[src/rtl/imm_decode_stage.sv]
`default_nettype none
// ============================================================================
// Module   : imm_decode_stage
// Brief    : Registered RV32/RV64 immediate-decode stage with valid/ready
//            flow control, optional 2-entry skid buffer and pipeline flush.
//            Classifies the instruction format and produces the immediate,
//            CSR zimm, PC-relative sum and an illegal-encoding flag.
// Revision : 1.0 - initial release
// ============================================================================
module imm_decode_stage #(
    parameter int XLEN = 32,
    parameter bit SKID = 1'b1
) (
    input  logic            clk,
    input  logic            rst,
    input  logic            flush,
    input  logic            in_valid,
    output logic            in_ready,
    input  logic [31:0]     in_inst,
    input  logic [XLEN-1:0] in_pc,
    output logic            out_valid,
    input  logic            out_ready,
    output logic [31:0]     out_inst,
    output logic [XLEN-1:0] out_pc,
    output logic [XLEN-1:0] out_imm,
    output logic [4:0]      out_zimm,
    output logic [XLEN-1:0] out_pc_imm,
    output logic [2:0]      out_fmt,
    output logic            out_illegal
);

    // ------------------------------------------------------------------------
    // Constants
    // ------------------------------------------------------------------------
    localparam logic [2:0] c_FMT_NONE  = 3'd0;
    localparam logic [2:0] c_FMT_I     = 3'd1;
    localparam logic [2:0] c_FMT_S     = 3'd2;
    localparam logic [2:0] c_FMT_B     = 3'd3;
    localparam logic [2:0] c_FMT_U     = 3'd4;
    localparam logic [2:0] c_FMT_J     = 3'd5;
    localparam logic [2:0] c_FMT_CSR   = 3'd6;
    localparam logic [2:0] c_FMT_SHAMT = 3'd7;

    localparam logic [6:0] c_OP_LOAD     = 7'b0000011;
    localparam logic [6:0] c_OP_MISC_MEM = 7'b0001111;
    localparam logic [6:0] c_OP_OP_IMM   = 7'b0010011;
    localparam logic [6:0] c_OP_AUIPC    = 7'b0010111;
    localparam logic [6:0] c_OP_OP_IMM32 = 7'b0011011;
    localparam logic [6:0] c_OP_STORE    = 7'b0100011;
    localparam logic [6:0] c_OP_OP       = 7'b0110011;
    localparam logic [6:0] c_OP_LUI      = 7'b0110111;
    localparam logic [6:0] c_OP_OP32     = 7'b0111011;
    localparam logic [6:0] c_OP_BRANCH   = 7'b1100011;
    localparam logic [6:0] c_OP_JALR     = 7'b1100111;
    localparam logic [6:0] c_OP_JAL      = 7'b1101111;
    localparam logic [6:0] c_OP_SYSTEM   = 7'b1110011;

    localparam bit c_RV64 = (XLEN == 64);

    // Only RV32 and RV64 datapaths are meaningful.
    if (XLEN != 32 && XLEN != 64) begin : g_bad_xlen
        $error("imm_decode_stage: XLEN must be 32 or 64");
    end

    // One buffered entry: everything presented on out_* travels together.
    typedef struct packed {
        logic [31:0]     inst;
        logic [XLEN-1:0] pc;
        logic [XLEN-1:0] imm;
        logic [4:0]      zimm;
        logic [XLEN-1:0] pc_imm;
        logic [2:0]      fmt;
        logic            illegal;
    } entry_t;

    // Sign-extend a 32-bit value from bit 31 to XLEN.
    function automatic logic [XLEN-1:0] f_sext(input logic [31:0] x);
        return XLEN'($signed(x));
    endfunction

    // Zero-extend a 32-bit value to XLEN.
    function automatic logic [XLEN-1:0] f_zext(input logic [31:0] x);
        return XLEN'(x);
    endfunction

    // ------------------------------------------------------------------------
    // Combinational decode of the incoming instruction
    // ------------------------------------------------------------------------
    logic [6:0]      w_opcode;
    logic [2:0]      w_funct3;
    logic            w_is_shift;
    logic [XLEN-1:0] w_imm;
    logic [2:0]      w_fmt;
    logic            w_illegal;
    logic [XLEN-1:0] w_pc_imm;
    entry_t          w_entry;
    logic            w_in_xfer;
    logic            w_out_xfer;
    entry_t          r_head;

    assign w_opcode   = in_inst[6:0];
    assign w_funct3   = in_inst[14:12];
    assign w_is_shift = (w_funct3 == 3'b001) || (w_funct3 == 3'b101);

    // Opcode classification and immediate assembly; illegal forces imm to 0.
    always_comb begin
        w_fmt     = c_FMT_NONE;
        w_illegal = 1'b0;
        w_imm     = '0;
        if (in_inst[1:0] != 2'b11) begin
            w_illegal = 1'b1;
        end else begin
            case (w_opcode)
                c_OP_LOAD, c_OP_JALR: begin
                    w_fmt = c_FMT_I;
                    w_imm = f_sext({{20{in_inst[31]}}, in_inst[31:20]});
                end
                c_OP_OP_IMM: begin
                    if (w_is_shift) begin
                        w_fmt = c_FMT_SHAMT;
                        // RV64 shifts use a 6-bit shamt, RV32 a 5-bit one.
                        if (c_RV64) begin
                            w_imm = f_zext({26'd0, in_inst[25:20]});
                        end else begin
                            w_imm = f_zext({27'd0, in_inst[24:20]});
                        end
                    end else begin
                        w_fmt = c_FMT_I;
                        w_imm = f_sext({{20{in_inst[31]}}, in_inst[31:20]});
                    end
                end
                c_OP_OP_IMM32: begin
                    if (!c_RV64) begin
                        w_illegal = 1'b1;
                    end else if (w_is_shift) begin
                        w_fmt = c_FMT_SHAMT;
                        w_imm = f_zext({27'd0, in_inst[24:20]});
                    end else begin
                        w_fmt = c_FMT_I;
                        w_imm = f_sext({{20{in_inst[31]}}, in_inst[31:20]});
                    end
                end
                c_OP_STORE: begin
                    w_fmt = c_FMT_S;
                    w_imm = f_sext({{20{in_inst[31]}}, in_inst[31:25], in_inst[11:7]});
                end
                c_OP_BRANCH: begin
                    w_fmt = c_FMT_B;
                    w_imm = f_sext({{19{in_inst[31]}}, in_inst[31], in_inst[7],
                                    in_inst[30:25], in_inst[11:8], 1'b0});
                end
                c_OP_LUI, c_OP_AUIPC: begin
                    w_fmt = c_FMT_U;
                    w_imm = f_sext({in_inst[31:12], 12'd0});
                end
                c_OP_JAL: begin
                    w_fmt = c_FMT_J;
                    w_imm = f_sext({{11{in_inst[31]}}, in_inst[31], in_inst[19:12],
                                    in_inst[20], in_inst[30:21], 1'b0});
                end
                c_OP_SYSTEM: begin
                    // funct3 == 0 covers ECALL/EBREAK/xRET: no immediate.
                    if (w_funct3 != 3'b000) begin
                        w_fmt = c_FMT_CSR;
                        w_imm = f_zext({20'd0, in_inst[31:20]});
                    end
                end
                c_OP_OP, c_OP_MISC_MEM: begin
                    w_fmt = c_FMT_NONE;
                end
                c_OP_OP32: begin
                    w_illegal = !c_RV64;
                end
                default: begin
                    w_illegal = 1'b1;
                end
            endcase
        end
        if (w_illegal) begin
            w_fmt = c_FMT_NONE;
            w_imm = '0;
        end
    end

    // Illegal entries carry imm = 0, so the sum degenerates to pc.
    assign w_pc_imm = in_pc + w_imm;

    assign w_entry = '{
        inst:    in_inst,
        pc:      in_pc,
        imm:     w_imm,
        zimm:    in_inst[19:15],
        pc_imm:  w_pc_imm,
        fmt:     w_fmt,
        illegal: w_illegal
    };

    assign w_in_xfer  = in_valid && in_ready;
    assign w_out_xfer = out_valid && out_ready;

    // ------------------------------------------------------------------------
    // Output buffering
    // ------------------------------------------------------------------------
    if (SKID) begin : g_skid
        typedef enum logic [1:0] {
            S_EMPTY = 2'd0,
            S_ONE   = 2'd1,
            S_FULL  = 2'd2
        } state_t;

        state_t r_state;
        state_t w_state_next;
        entry_t r_tail;

        // Ready and valid come straight from the state register, so there is
        // no combinational path from out_ready to in_ready.
        assign in_ready  = (r_state != S_FULL);
        assign out_valid = (r_state != S_EMPTY);

        // Occupancy state register.
        always_ff @(posedge clk) begin
            if (rst) begin
                r_state <= S_EMPTY;
            end else begin
                r_state <= w_state_next;
            end
        end

        // Occupancy next-state from the two handshakes; flush empties.
        always_comb begin
            w_state_next = r_state;
            case (r_state)
                S_EMPTY: begin
                    if (w_in_xfer) begin
                        w_state_next = S_ONE;
                    end
                end
                S_ONE: begin
                    if (w_in_xfer && !w_out_xfer) begin
                        w_state_next = S_FULL;
                    end else if (w_out_xfer && !w_in_xfer) begin
                        w_state_next = S_EMPTY;
                    end
                end
                S_FULL: begin
                    if (w_out_xfer) begin
                        w_state_next = S_ONE;
                    end
                end
                default: begin
                    w_state_next = S_EMPTY;
                end
            endcase
            if (flush) begin
                w_state_next = S_EMPTY;
            end
        end

        // Head/tail payload; flush leaves payload untouched, reset clears it.
        always_ff @(posedge clk) begin
            if (rst) begin
                r_head <= '0;
                r_tail <= '0;
            end else if (!flush) begin
                case (r_state)
                    S_EMPTY: begin
                        if (w_in_xfer) begin
                            r_head <= w_entry;
                        end
                    end
                    S_ONE: begin
                        if (w_in_xfer && w_out_xfer) begin
                            r_head <= w_entry;
                        end else if (w_in_xfer) begin
                            r_tail <= w_entry;
                        end
                    end
                    S_FULL: begin
                        if (w_out_xfer) begin
                            r_head <= r_tail;
                        end
                    end
                    default: begin
                        r_head <= r_head;
                    end
                endcase
            end
        end
    end else begin : g_single
        logic r_valid;

        assign out_valid = r_valid;
        assign in_ready  = !r_valid || out_ready;

        // Single slot: a new entry overwrites the slot, a drain clears valid.
        always_ff @(posedge clk) begin
            if (rst) begin
                r_valid <= 1'b0;
                r_head  <= '0;
            end else if (flush) begin
                r_valid <= 1'b0;
            end else if (w_in_xfer) begin
                r_valid <= 1'b1;
                r_head  <= w_entry;
            end else if (w_out_xfer) begin
                r_valid <= 1'b0;
            end
        end
    end

    assign out_inst    = r_head.inst;
    assign out_pc      = r_head.pc;
    assign out_imm     = r_head.imm;
    assign out_zimm    = r_head.zimm;
    assign out_pc_imm  = r_head.pc_imm;
    assign out_fmt     = r_head.fmt;
    assign out_illegal = r_head.illegal;

endmodule
`default_nettype wire

[config.mk]
export PLATFORM = sky130hd
export DESIGN_NAME = imm_decode_stage
export DESIGN_NICKNAME = d
export VERILOG_FILES = /design/src/rtl/imm_decode_stage.sv
export SDC_FILE = /design/constraint.sdc
export NUM_CORES = 1
export LEC_CHECK = 0
export ABC_AREA = 1
export BUFFER_PORTS_ARGS = -buffer_cell sky130_fd_sc_hd__buf_4
export CAP_MARGIN = 20
export CORE_AREA = 10 10 164 166
export CTS_CLUSTER_DIAMETER = 100
export DETAILED_ROUTE_END_ITERATION = 8
export DIE_AREA = 0 0 174 176
export PLACE_DENSITY = 0.78
export SETUP_SLACK_MARGIN = 0.05
export SYNTH_ARGS = -nofsm -noshare
export SYNTH_HDL_FRONTEND = slang
export SYNTH_SLANG_ARGS = --single-unit
[constraint.sdc]
create_clock -name clk -period 4.2 [get_ports clk]
set_input_delay 0.84 -clock clk [delete_from_list [all_inputs] [get_ports clk]]
set_output_delay 0.84 -clock clk [all_outputs]
set_load 0.05 [all_outputs]
# Word-level counts from Yosys, hierarchy flattened
# Cells that the tools add are included.
# classes
addsub,1
n_eq_ne,21
mux,21
n_bitwise,2
reduce_logical,19
# op_table
cell,count
two-way mux 137 bit,3
case mux 137 bit (3 select lines),1
case mux 32 bit (7 select lines),1
two-way mux 32 bit,3
adder 32 bit,1
"== test 7 bit, second input constant",4
"== test 7 x 6 -> 1 bit, second input constant",3
case mux 3 bit (7 select lines),1
"== test 7 x 5 -> 1 bit, second input constant",2
two-way mux 12 bit,1
two-way mux 3 bit,4
OR reduction 11 bit,1
"inequality test 2 bit, second input constant",5
two-way mux 2 bit,4
"== test 7 x 2 -> 1 bit, second input constant",1
"== test 7 x 4 -> 1 bit, second input constant",1
case mux 2 bit (3 select lines),1
nonzero test 3 bit,2
OR reduction 2 bit,3
logical AND 1 bit,5
AND reduction 5 bit,1
AND reduction 4 bit,1
"== test 3 x 1 -> 1 bit, second input constant",1
"== test 3 bit, second input constant",1
other kinds (10),13
# word_totals
regBits,276
inputBits,69

# Longest topological paths before layout
# Gate-level depths: netlist of the first run.
# logic_depth
word_depth,9
ltp_mapped,24
ltp_nobuf,24

# Worst setup path after synthesis of the first run
# Ideal clock, no wire load.
# synth_timing
path_kind,input to register
startpoint,in in_inst[3]
endpoint,reg r_head (netlist bit out_pc_imm[16])
arrival_ns,3.155
t_required_ns,4.129
setup_slack_ns,0.975
cell_stages,21
n_path_buf,0
cell_sequence,inv_2 -> nand2_2 -> nor2_8 -> nand2_1 -> nand2_2 -> inv_2 -> nand3_1 -> a32o_1 -> ha_1 -> inv_1 -> fa_1 -> inv_1 -> nand3_1 -> nand2_1 -> nand2_1 -> nand2_1 -> a21oi_1 -> or2_2 -> nand3_1 -> nand2_1 -> a21oi_1
# synth_via
elab_chain_cells,8
# synth_rtl
element,line,source
from (decl),19,"input logic [31:0] in_inst,"
== test 7 x 6 -> 1 bit (tied with other cells),113,case (w_opcode)
OR reduction 2 bit or OR reduction 11 bit (tied branches),n/a,
case mux 32 bit (7 select lines) or two-way mux 1 bit (tied branches),n/a,
two-way mux 32 bit or two-way mux 1 bit (tied branches),110,if (in_inst[1:0] != 2'b11) begin
two-way mux 32 bit *,179,if (w_illegal) begin
net w_imm[0],92,logic [XLEN-1:0] w_imm;
adder 32 bit *,186,assign w_pc_imm = in_pc + w_imm;
two-way mux 137 bit (on tied branches),"272, 267",
case mux 137 bit (3 select lines) *,265,case (r_state)
to (signal assigned),268,r_head <= w_entry;
to (signal assigned),273,r_head <= w_entry;
to (signal assigned),280,r_head <= r_tail;
to (decl),99,entry_t r_head;
# The timed path passes the listed nets; every way through them passes the cells marked *. The select of a mux whose other input is x is not followed.
# A chain may end at the register's enable or synchronous reset.

# Worst setup path in the final report of the first run
# layout_timing
startpoint,in in_inst[3]
endpoint,reg r_head (netlist bit out_pc_imm[30])
# The elaborated chain is that of the path after synthesis.

==> results of run 1 <==
==> where the power goes <==
group,total [W],leakage (nW),internal (W),switching (W)
Combinational,0.00117,5.06,0.000340,0.000830
Sequential,0.00273,2.17,0.00265,0.0000716
Clock,0.00248,0.452,0.00147,0.00101
==> layout by cell type, fill, tap and decap left out, types with 2 or more instances in the layout <==
master | Yosys | final
a21oi_1 | 179 | 179
a22o_1 | 3 | 3
a31oi_1 | 68 | 68
buf_12 | 1 | 4
buf_4 | 9 | 219
clkbuf_1 | 63 | 7
clkbuf_16 | 0 | 29
clkbuf_8 | 0 | 9
clkinv_2 | 0 | 2
dfxtp_1 | 266 | 266
ha_1 | 33 | 33
inv_1 | 150 | 149
inv_2 | 14 | 13
inv_4 | 0 | 3
nand2_1 | 418 | 418
nand2_2 | 6 | 6
nand2_4 | 10 | 10
nand3_1 | 66 | 66
nand4_1 | 7 | 7
nor2_1 | 275 | 275
nor2_2 | 4 | 3
nor2_4 | 1 | 2
nor3_1 | 9 | 9
o211ai_1 | 17 | 17
o21ai_0 | 236 | 236
o21ai_1 | 10 | 10
o21bai_1 | 8 | 8
or2_2 | 3 | 3
xnor2_1 | 2 | 2
xor2_1 | 12 | 12
==> path summary, 6_finish.rpt <==
path / slack [ns] / depth (start not counted) / start / end
min reg2reg: 0.47 / 2 / out_pc_imm[28]$_SDFFE_PP0P_ / out_pc_imm[28]$_SDFFE_PP0P_
min: 0.47 / 2 / out_pc_imm[28]$_SDFFE_PP0P_ / out_pc_imm[28]$_SDFFE_PP0P_
max: 0.58 / 22 / in_inst[3] / out_pc_imm[30]$_SDFFE_PP0P_
max reg2reg: 1.58 / 8 / g_skid.r_state[0]$_SDFFE_PP0P_ / out_inst[22]$_SDFFE_PP0P_
==> worst register-to-register path, stage by stage (launching register included) <==
cell     delay, ns
dfxtp_1       0.43
nor2_4        0.06
nor2_1        0.26
ha_1          0.23
a21oi_1       0.10
nor3_4        0.25
buf_4         0.71
o21ai_0       0.29
a31oi_1       0.19
==> per-layer routing <==
metal,part of all wire,wire [um],global-route usage,vias up
met5,0,0,0,-
met4,0.031,1350,0.0873,0
met3,0.079,3470,0.0449,86
met2,0.45,19600,0.422,504
met1,0.45,19600,0.377,6220
li1,-,-,-,6619
==> layout make-up <==
type,instances,area share
Clock inverter,3,0.00254
Tap cell,324,0.0258
Inverter,165,0.0398
Multi-Input combinational cell,1385,0.428
Timing Repair Buffer,223,0.110
Sequential cell,266,0.338
Clock buffer,45,0.0557
==> flip-flops by register name (all words and copies together) (netlist names) <==
name            count
g_skid.r_tail     132
out_illegal         1
g_skid.r_state      2
out_imm            32
out_fmt             3
out_inst           32
out_pc             32
out_pc_imm         32
==> through the flow <==
stage,hold WS (ns),instances,util
finish,0.467,2411,0.661
global route,0.494,2411,0.661
CTS,0.470,2411,0.661
detailed placement,0.460,2363,0.622
global placement,0.455,2363,0.622
floorplan,0.454,1939,-
==> kinds of logic after synthesis <==
logic type,Yosys count,share of synthesized area
adders and majority gates,34,0.0327
AOI/OAI and AO/OA,528,0.214
xor gates and xnor gates,14,0.00926
buffers and inverters,288,0.0897
and+or+nand+nor,809,0.252
DFF,266,0.402
==> impl_metrics.yaml, run 1 <==
place:
  hpwlAfterDp_um: 31000
  placed_area_mm2: 0.0148
  dp_slack_ns: 0.0439
  gp_congestion: 0.965
  numPortBuffers: 207
setup_path:
  timing.critical_path.buf_inv: 4
  crit_path_end_kind: "register"
  critPathKind: "input pin to register"
  crit_fanout: 10
  path_cells: "buf_4 -> inv_2 -> nand2_2 -> nor2_8 -> nand3b_1 -> nand3_1 -> a32o_1 -> ha_1 -> inv_1 -> fa_1 -> inv_1 -> nand3_1 -> nand2_1 -> nand2_1 -> nand2_1 -> nand3_1 -> nand2_1 -> nand2_1 -> nand3_1 -> nand3_1 -> nand2_1 -> a21oi_1"
  crit_required_ns: 4.60
  critPathLaunchType: "input pin"
  slowest_stage: "fa_1"
  arrival_ns: 4.02
  crit_top_cell: "nand2_1"
  critical_path.top_delay_family: "simple AND/OR/NAND/NOR gates"
  max_stage_delay_ns: 0.40
cts:
  cts_buffer_depth: 3
  cts_setup_buffers: 0
  cts.sinks: 266
  ctsHoldBuffers: 0
  htree_num_levels: 1
  cts_tree: "built"
  path_clk_slew_ns: 0.06
  cts_resized: 0
  cts_buffers: 28
  clkLatencyLatePin_ns: 0.54
  clock-root-buffer: "clkbuf_16"
die:
  io_pins: 208
  rows: 57
  fp.dieH_um: 176
  start_util: 0.556
  core-area_mm2: 0.0238
  die_x_um: 174
  die-area_mm2: 0.0306
yosys:
  synth.most_common_cell: "nand2_1"
  synth_common_cells: "nand2_1 (418), nor2_1 (275), dfxtp_1 (266), o21ai_0 (236), a21oi_1 (179)"
  synth_ff_type: "dfxtp_1"
  seq_area_frac_synth: 0.402
  yosysUniqueCellTypes: 47
  synth_nets: 2042
  synth_top_area_frac: 0.402
  synth.area.top_cells: "dfxtp_1 (40%), nand2_1 (12%), o21ai_0 (8.9%), nor2_1 (7.8%), a21oi_1 (6.8%)"
  syn_area_mm2: 0.0132
  yosysWarnings: 0
  synth_top_cell_by_area: "dfxtp_1"
  synthCells: 1939
  avgSynthCellArea_um2: 6.83
  synth-edff-count: 0
  async_flop_share: 0
  ys_ff_latch: 266
global_route:
  grt_max_degree: 146
  grt_usage: 0.271
  grt_pass1_vias: 12200
  grt_first_pass_wirelength_um: 68300
  overflow: 0
  antenna_found_initial: 0
routing:
  wl_per_cell_um: 18.3
  avgViaCountPerCell: 5.57
  drtIter0Drc: 1424
  ant_nets: 0
  drt_pass1_iterations: 5
  dr_total_vias: 13400
  drt_wl_total_um: 44000
  drcViolationCount: 0
final_layout:
  layout-drive-gt1-share: 0.150
  fill_cells: 2170
  nNetsFinal: 2172
  seqCellArea_mm2: 0.00533
  final_area_mm2: 0.0157
  antenna_cells: 0
  areaGrowthSynthToFinish_pct: 18.9
  multi_input_area_mm2: 0.00674
min_path:
  hp-class: "register to register"
power:
  power_density_mw_per_mm2: 405
  total_power_w: 0.00637
  peakVddDrop_mv: 0.303
  power.leakage_nw: 7.69
timing:
  setup_ws_ns: 0.576
  clock_skew_ns: 0.00696
  timing.final.hold_violations: 0
  fin_setup_tns_ns: 0
  tightest_slew_ns: 1.02
  setup_viol: 0
  fmax_mhz: 276
  relSlewSlack: 0.323
  rsz0062_at_grt: "false"
  fin_crit_ns: 3.62
  final-max-slew-violation-count: 0
  period_share: 0.863
run_status:
  status: "finished clean"
job:
  maxCapViolCount: 0
Note: power is estimated with default switching activity, not from simulation.
==> run 2, diff against run 1 <==
--- a/config.mk
+++ b/config.mk
@@ -8,11 +8,11 @@
 export ABC_AREA = 1
 export BUFFER_PORTS_ARGS = -buffer_cell sky130_fd_sc_hd__buf_4
 export CAP_MARGIN = 20
-export CORE_AREA = 10 10 164 166
-export CTS_CLUSTER_DIAMETER = 100
+export CORE_AREA = 10 10 158 160
+export CTS_CLUSTER_DIAMETER = 60
 export DETAILED_ROUTE_END_ITERATION = 8
-export DIE_AREA = 0 0 174 176
-export PLACE_DENSITY = 0.78
+export DIE_AREA = 0 0 168 170
+export PLACE_DENSITY = 0.84
 export SETUP_SLACK_MARGIN = 0.05
 export SYNTH_ARGS = -nofsm -noshare
 export SYNTH_HDL_FRONTEND = slang
==> constraint.sdc (replaced) <==
create_clock -name clk -period 4.6 [get_ports clk]
set_input_delay 0.92 -clock clk [delete_from_list [all_inputs] [get_ports clk]]
set_output_delay 0.92 -clock clk [all_outputs]
set_load 0.05 [all_outputs]
==> impl_metrics.yaml, run 2 (synthesized netlist as in run 1, its figures left out) <==
final_layout:
  final_common_cell: "nand2_1"
  antenna_cells: 0
  final_util: 0.721
  top_register: "g_skid.r_tail"
  largest_reg_flops: 132
  layout-drive-gt1-share: 0.149
  fin_cells: 2364
  final_cell_mix: "nand2_1 (418), nor2_1 (275), dfxtp_1 (266)"
  areaGrowthSynthToFinish_pct: 18.1
  nNetsFinal: 2168
power:
  power_density_mw_per_mm2: 372
  power_frac_comb: 0.184
  switching_share: 0.304
  p_clk_frac: 0.389
  power.leakage_nw: 7.65
  pwr-share-seq: 0.427
  power_switching_w: 0.00177
  peakVddDrop_mv: 0.328
  power.internal_w: 0.00405
  total_power_w: 0.00582
setup_path:
  critPathKind: "input pin to register"
  arrival_ns: 4.04
  path_cells: "buf_4 -> inv_2 -> nand2_2 -> nor2_8 -> nand3b_1 -> nand3_1 -> a32o_1 -> ha_1 -> inv_1 -> fa_1 -> inv_1 -> nand3_1 -> nand2_1 -> nand2_1 -> nand2_1 -> nand3_1 -> nand2_1 -> nand2_1 -> nand3_1 -> nand3_1 -> nand2_1 -> a21oi_1"
  slowest_stage: "fa_1"
  critPathLaunchType: "input pin"
  max_stage_delay_ns: 0.42
  crit_top_cell: "nand2_1"
  crit_required_ns: 5.00
  reg2reg_depth: 8
  crit_path_end_kind: "register"
  worstReg2RegStart: "g_skid.r_state[0]$_SDFFE_PP0P_"
  reg2reg_slack_ns: 1.98
  reg2reg_to: "out_imm[8]$_SDFFE_PP0P_"
  crit_fanout: 10
timing:
  relSlewSlack: 0.324
  fin_hold_ws_ns: 0.473
  fin_setup_tns_ns: 0
  tightest_slew_ns: 1.01
  final-max-slew-violation-count: 0
  fmax_mhz: 275
  period_share: 0.791
  fin_crit_ns: 3.64
  timing.final.hold_violations: 0
  clock_skew_ns: 0.0180
  setup_viol: 0
  rsz0062_at_grt: "false"
die:
  core-area_mm2: 0.0217
  rows: 54
  die-area_mm2: 0.0286
  die_x_um: 168
  io_pins: 208
  start_util: 0.610
  fp.dieH_um: 170
min_path:
  min-delay-start: "out_pc_imm[20]$_SDFFE_PP0P_"
  holdPathStages: 2
  min_to: "out_pc_imm[20]$_SDFFE_PP0P_"
  hp-class: "register to register"
global_route:
  grt_usage: 0.285
  grt_pass1_vias: 12200
  grt_max_degree: 184
  antenna_found_initial: 0
  grt_first_pass_wirelength_um: 67600
  overflow: 0
routing:
  drcViolationCount: 0
  wl_per_cell_um: 18.5
  avgViaCountPerCell: 5.72
  drtIter0Drc: 1486
  dr_total_vias: 13500
  ant_nets: 0
  drt_pass1_iterations: 8
  drt_wl_total_um: 43700
place:
  hpwlAfterDp_um: 30700
  gp_congestion: 1.01
  numPortBuffers: 207
  dp_cells: 2314
cts:
  clock-root-buffer: "clkbuf_16"
  cts_setup_buffers: 0
  cts_buffers: 29
  cts_tree: "built"
  path_clk_slew_ns: 0.06
  cts.sinks: 266
  clkLatencyLatePin_ns: 0.55
  cts_buffer_depth: 3
  cts_resized: 0
  ctsHoldBuffers: 0
  htree_num_levels: 1
job:
  maxCapViolCount: 0
run_status:
  status: "finished clean"
## run 2: how the worst max path moves through the flow
| stage | slack (ns) | end | start |
|---|---|---|---|
| 3_3_place_gp | 0.44 | out_pc_imm[30]$_SDFFE_PP0P_ | in_inst[3] |
| 6_report | 0.96 | out_pc_imm[30]$_SDFFE_PP0P_ | in_inst[3] |
| 4_1_cts | 1.00 | out_pc_imm[30]$_SDFFE_PP0P_ | in_inst[3] |
| 5_1_grt | 0.69 | out_pc_imm[22]$_SDFFE_PP0P_ | in_inst[2] |
| 3_5_place_dp | 0.44 | out_pc_imm[30]$_SDFFE_PP0P_ | in_inst[3] |
| 2_1_floorplan | 1.29 | out_pc_imm[16]$_SDFFE_PP0P_ | in_inst[3] |
## run 2: cell type report
class / instances / area, um2
Inverter: 165 / 627
Multi-Input combinational cell: 1385 / 6740
Fill cell: 1798 / 6050
Sequential cell: 266 / 5330
Clock inverter: 8 / 90.1
Clock buffer: 42 / 835
Timing Repair Buffer: 218 / 1670
Tap cell: 280 / 350
## run 2: metal layers
layer  vias up  global-route usage  share of wire
met5         -                   0              0
met4         0              0.0908          0.031
met3        80              0.0477          0.089
met2       545               0.452           0.45
met1      6284               0.390           0.43
li1       6617                   -              -
## run 2: critical path, delay by kind of cell
| family | cells | cell delay, ns |
|---|---|---|
| and+or+nand+nor | 14 | 1.71 |
| AOI/OAI and AO/OA | 2 | 0.29 |
| buffers and inverters | 4 | 0.44 |
| adders and majority gates | 2 | 0.68 |
## run 2: metrics by stage
| stage | cell area, um2 | worst slack, ns |
|---|---|---|
| after floorplan | 13200 | 1.29 |
| after global placement | 14700 | 0.436 |
| after detailed placement | 14700 | 0.443 |
| after CTS | 15600 | 1.00 |
| after global routing | 15600 | 0.690 |
| final | 15600 | 0.959 |
## run 2: power by group through the flow
stage	clock network [W]	logic [W]	registers (W)
floorplan	0	0.000404	0.00283
global placement	0	0.00105	0.00253
detailed placement	0	0.00106	0.00254
CTS	0.00228	0.00107	0.00249
global route	0.00236	0.00114	0.00250
finish	0.00226	0.00107	0.00249
